### config.mk
export PLATFORM = sky130hd
export DESIGN_NAME = ram_port_arbiter
export DESIGN_NICKNAME = d
export VERILOG_FILES = /design/src/rtl/ram_port_arbiter.sv
export SDC_FILE = /design/constraint.sdc
export NUM_CORES = 1
export LEC_CHECK = 0
export CORE_AREA = 2 2 119 121
export CTS_CLUSTER_SIZE = 28
export DETAILED_ROUTE_END_ITERATION = 7
export DIE_AREA = 0 0 121 123
export GPL_TIMING_DRIVEN = 0
export PLACE_DENSITY = 0.78
export SYNTH_ARGS = -nofsm -noshare
export SYNTH_HDL_FRONTEND = slang
export SYNTH_SLANG_ARGS = --single-unit
### constraint.sdc
create_clock -name clk -period 5.75 [get_ports clk]
set_clock_uncertainty 0.05 [all_clocks]
set_input_delay 1.15 -clock clk [delete_from_list [all_inputs] [get_ports clk]]
set_output_delay 1.15 -clock clk [all_outputs]
set_load 0.02 [all_outputs]
### src/rtl/ram_port_arbiter.sv
// Two-master arbiter onto a single RAM port B: round-robin by default, with an
// optional bounded lock that lets one master keep the port for a burst.
module ram_port_arbiter #(
  parameter int MAX_LOCK = 16
) (
  input  logic        clk,
  input  logic        rst_i,
  input  logic        m0_req_i,
  input  logic        m0_lock_i,
  input  logic [31:0] m0_addr_i,
  input  logic [3:0]  m0_we_i,
  input  logic [31:0] m0_wdata_i,
  output logic        m0_gnt_o,
  output logic        m0_rvalid_o,
  output logic [31:0] m0_rdata_o,
  input  logic        m1_req_i,
  input  logic        m1_lock_i,
  input  logic [31:0] m1_addr_i,
  input  logic [3:0]  m1_we_i,
  input  logic [31:0] m1_wdata_i,
  output logic        m1_gnt_o,
  output logic        m1_rvalid_o,
  output logic [31:0] m1_rdata_o,
  output logic [31:0] addrb_o,
  output logic        enb_o,
  output logic [3:0]  web_o,
  output logic [31:0] dinb_o,
  input  logic [31:0] doutb_i
);

  localparam logic [1:0] ST_RR    = 2'd0;
  localparam logic [1:0] ST_LOCK0 = 2'd1;
  localparam logic [1:0] ST_LOCK1 = 2'd2;
  localparam logic [7:0] MAX_LOCK_C = 8'(MAX_LOCK);

  logic [1:0]  state_q, state_d;
  logic        prio_q, prio_d;
  logic [7:0]  cnt_q, cnt_d;
  logic        rvalid0_q, rvalid0_d;
  logic        rvalid1_q, rvalid1_d;
  logic [31:0] rdata0_q, rdata0_d;
  logic [31:0] rdata1_q, rdata1_d;
  logic        gnt0, gnt1;

  // A saturated lock yields to a waiting peer; dropping the lock hands priority over.
  always_comb begin
    gnt0    = 1'b0;
    gnt1    = 1'b0;
    state_d = state_q;
    prio_d  = prio_q;
    cnt_d   = cnt_q;
    case (state_q)
      ST_LOCK0: begin
        if (cnt_q == MAX_LOCK_C && m1_req_i) begin
          gnt1    = 1'b1;
          state_d = ST_RR;
          prio_d  = 1'b0;
          cnt_d   = 8'd0;
        end else begin
          gnt0 = m0_req_i;
          if (!m0_lock_i) begin
            state_d = ST_RR;
            prio_d  = 1'b1;
            cnt_d   = 8'd0;
          end else if (cnt_q != MAX_LOCK_C) begin
            cnt_d = cnt_q + 8'd1;
          end
        end
      end
      ST_LOCK1: begin
        if (cnt_q == MAX_LOCK_C && m0_req_i) begin
          gnt0    = 1'b1;
          state_d = ST_RR;
          prio_d  = 1'b1;
          cnt_d   = 8'd0;
        end else begin
          gnt1 = m1_req_i;
          if (!m1_lock_i) begin
            state_d = ST_RR;
            prio_d  = 1'b0;
            cnt_d   = 8'd0;
          end else if (cnt_q != MAX_LOCK_C) begin
            cnt_d = cnt_q + 8'd1;
          end
        end
      end
      default: begin
        cnt_d = 8'd0;
        if (m0_req_i && (!m1_req_i || !prio_q)) begin
          gnt0   = 1'b1;
          prio_d = 1'b1;
          if (m0_lock_i) state_d = ST_LOCK0;
        end else if (m1_req_i) begin
          gnt1   = 1'b1;
          prio_d = 1'b0;
          if (m1_lock_i) state_d = ST_LOCK1;
        end
      end
    endcase
    // An access in a reset cycle must not reach the RAM or produce a response.
    if (rst_i) begin
      gnt0 = 1'b0;
      gnt1 = 1'b0;
    end
  end

  always_comb begin
    rvalid0_d = gnt0;
    rvalid1_d = gnt1;
    rdata0_d  = gnt0 ? doutb_i : rdata0_q;
    rdata1_d  = gnt1 ? doutb_i : rdata1_q;
  end

  always_ff @(posedge clk) begin
    if (rst_i) begin
      state_q   <= ST_RR;
      prio_q    <= 1'b0;
      cnt_q     <= 8'd0;
      rvalid0_q <= 1'b0;
      rvalid1_q <= 1'b0;
      rdata0_q  <= 32'd0;
      rdata1_q  <= 32'd0;
    end else begin
      state_q   <= state_d;
      prio_q    <= prio_d;
      cnt_q     <= cnt_d;
      rvalid0_q <= rvalid0_d;
      rvalid1_q <= rvalid1_d;
      rdata0_q  <= rdata0_d;
      rdata1_q  <= rdata1_d;
    end
  end

  assign m0_gnt_o    = gnt0;
  assign m1_gnt_o    = gnt1;
  assign enb_o       = gnt0 | gnt1;
  assign addrb_o     = gnt0 ? m0_addr_i  : (gnt1 ? m1_addr_i  : 32'd0);
  assign web_o       = gnt0 ? m0_we_i    : (gnt1 ? m1_we_i    : 4'd0);
  assign dinb_o      = gnt0 ? m0_wdata_i : (gnt1 ? m1_wdata_i : 32'd0);
  assign m0_rvalid_o = rvalid0_q;
  assign m1_rvalid_o = rvalid1_q;
  assign m0_rdata_o  = rdata0_q;
  assign m1_rdata_o  = rdata1_q;

endmodule

==> results.py <==
metrics = {
    "logic_synthesis": {
        "synth_nets": 767,
        "ys_warn_count": 0,
        "synthFlopType": "dfxtp_1",
        "synth_cell_types": 45,
        "synth-async-reset-ratio_pct": 0,
        "synth_area_leaders": "dfxtp_1 33%, a31o_2 15%, nand2_1 11%",
        "synth-seq-cells": 77,
        "synthDominantCellAreaShare_pct": 33.21,
        "synth_edf_count": 0,
        "netlist_area_um2": 4642,
        "ys_seq_area_share_pct": 33.21,
        "synth_cells": 589,
        "synth_most_common_cell": "nand2_1",
        "postSynthAreaPerCell_um2": 7.881,
        "synth_common_cells": "139 x nand2_1, 101 x a21oi_1, 81 x a31o_2",
        "synth_top_area_cell": "dfxtp_1",
    },
    "sta": {
        "fin_crit_ns": 5.102,
        "grt_setup_unrepaired": "false",
        "hold_viol_final": 0,
        "max_slew_margin_pct": 52.90,
        "worst_slew_pin_slew_ns": 0.7002,
        "setup_viol": 0,
        "timing.final.crit_share_pct": 88.73,
        "finalMaxSlewViolations": 0,
        "fmax_mhz": 196.0,
        "tns_ns": 0,
        "setup_ws_ns": 0.6482,
    },
    "critical_path": {
        "crit_fanout": 10,
        "arrival_ns": 3.90,
        "worstSetupPathType": "input pin to output pin",
        "endpoint_kind": "output pin",
        "cp.required_ns": 4.55,
        "cp-start-kind": "input pin",
        "reg2regPathDepth": 9,
    },
    "cts": {
        "clock-root-buffer": "clkbuf_16",
        "clock_sinks": 77,
        "cts_buffer_depth": 2,
        "cts_resized": 0,
        "insertion_delay_ns": 0.33,
        "htree_levels": 3,
        "cts.clk_slew.worst_paths_ns": 0.05,
        "cts_buffers": 9,
        "cts_setup_buffers": 0,
        "tritoncts": "built",
        "cts_hold_buf": 0,
    },
    "final_layout": {
        "layout-drive-gt1-share_pct": 14.07,
        "synthToLayoutAreaGrowth_pct": 77.57,
        "fillerInstances": 1233,
        "finalNonFillerCells": 1092,
        "fin_util_pct": 60.56,
        "nNetsFinal": 1086,
    },
    "power": {
        "clkPwrFrac_pct": 19.6,
        "power_density_nw_per_um2": 344.0,
        "internal_power_uw": 1729,
        "peakVddDrop_uv": 240.5,
        "swShare_pct": 39.03,
        "seqPwrFrac_pct": 24.6,
        "pwr-share-comb_pct": 55.8,
        "p_leak_uw": 0.003209,
        "switchingPower_uw": 1107,
        "power_uw": 2835,
    },
    "routing": {
        "drc": 0,
        "wirelength_um": 20700,
        "first_pass_iters": 7,
        "vias": 5764,
        "ant_nets": 0,
        "drtIter0Drc": 283,
        "vias_per_cell": 5.278,
        "avgRoutedWirePerCell_um": 18.95,
    },
    "placed_design": {
        "port_buffers": 308,
        "pre_cts_ws_ns": 0.5731,
        "dp.cells": 1077,
        "dp_hpwl_um": 16020,
        "place.gp.congestion": 0.9529,
    },
    "grt": {
        "grt-ovfl-total": 0,
        "grt_max_degree": 12,
        "grt_pass1_vias": 5242,
        "antenna_found_initial": 1,
        "track_usage_pct": 25.81,
        "grt_pass1_wl_um": 29320,
    },
    "floorplanning": {
        "io_pins": 311,
        "fp.dieW_um": 121,
        "core_area_um2": 13610,
        "start_util_pct": 34.10,
        "fp-row-count": 43,
        "fp.dieArea_um2": 14880,
        "die_h_um": 123,
    },
    "run_status": {
        "status": "finished, final reports clean",
    },
    "worst_hold_path": {
        "hold_path.class": "flop to flop",
        "min_delay_path_depth": 2,
    },
    "job": {
        "cap_violations": 0,
    },
}
[power by group through the flow]
stage / Clock, uW / Sequential [uW] / Combinational (uW)
CTS: 563 / 697 / 1580
global placement: 0 / 703 / 1570
floorplan: 0 / 815 / 761
detailed placement: 0 / 705 / 1570
global route: 584 / 709 / 1670
finish: 555 / 698 / 1580
[state kept, by name, indices dropped and copies added (netlist names)]
signal	cells
m0_rdata_o	32
m1_rdata_o	32
cnt_q	8
state_q	2
m0_rvalid_o	1
m1_rvalid_o	1
prio_q	1
[worst max-delay path, stage by stage]
cell and delay (ns):
clkdlybuf4s50_1 0.48, clkinv_1 0.16, clkbuf_1 0.52, clkbuf_1 0.58, nand2_1 0.10, a21oi_1 0.18
a31o_1 0.13, clkdlybuf4s50_1 0.61
[path summary, 6_finish.rpt]
path	to	slack, ns	startpoint
max	dinb_o[28]	0.65	rst_i
min	m1_rdata_o[7]$_SDFFE_PP0N_	0.40	m1_rdata_o[7]$_SDFFE_PP0N_
max reg2reg	m0_rdata_o[30]$_SDFFE_PP0P_	2.92	state_q[0]$_SDFFE_PP0P_
min reg2reg	m1_rdata_o[7]$_SDFFE_PP0N_	0.40	m1_rdata_o[7]$_SDFFE_PP0N_
[per-layer routing]
layer | GRT usage (%) | share of wire (%) | wire length, um | vias up
li1 | - | - | - | 2765
met1 | 30.38 | 39 | 8115 | 2699
met2 | 45.26 | 49 | 10200 | 270
met3 | 7.057 | 9.2 | 1913 | 30
met4 | 8.794 | 2.3 | 470 | 0
met5 | 0 | 0 | 0 | -
[per-stage QoR]
step / area, um2 / hold WS [ns]
2_1_floorplan: 4642 / 0.4272
3_3_place_gp: 7950 / 0.3921
3_5_place_dp: 7950 / 0.3965
4_1_cts: 8238 / 0.4052
5_1_grt: 8238 / 0.4274
6_report: 8243 / 0.4044
[cells by family after synthesis]
logic type               after synthesis  synth area share, %
XOR/XNOR                               7                1.321
AND/OR/NAND/NOR                      176                16.50
multiplexers                          33                7.116
buffers and inverters                 74                7.736
AO/OA/AOI/OAI                        218                33.05
flip-flops                            77                33.21
adder cells (fa/ha/maj)                4                1.078
[cell type report]
cell class	count	area, um2	share of cell area (%)
tap	180	225.2	2.732
clock inverter	2	35.03	0.4250
timing repair buffer	308	3083	37.40
clock buffer	11	252.7	3.066
antenna	2	5.005	0.06072
inverter	6	22.52	0.2732
sequential	77	1541	18.70
buffer	68	336.6	4.083
multi-input combinational	438	2741	33.26
[layout by cell type (no fill, tap or decap), drive strengths merged, types with 3 or more instances in the layout]
cell and count:
a21oi 101, nand3b 4, a31o 101, xnor2 3, nand3 4, and3 3
xor2 4, buf 29, clkdlybuf4s50 308, ha 4, inv 5, clkbuf 50
nand2 139, dfxtp 77, mux2i 33, nor2 10, nor4 3
Power figures use the tool's default switching activity.
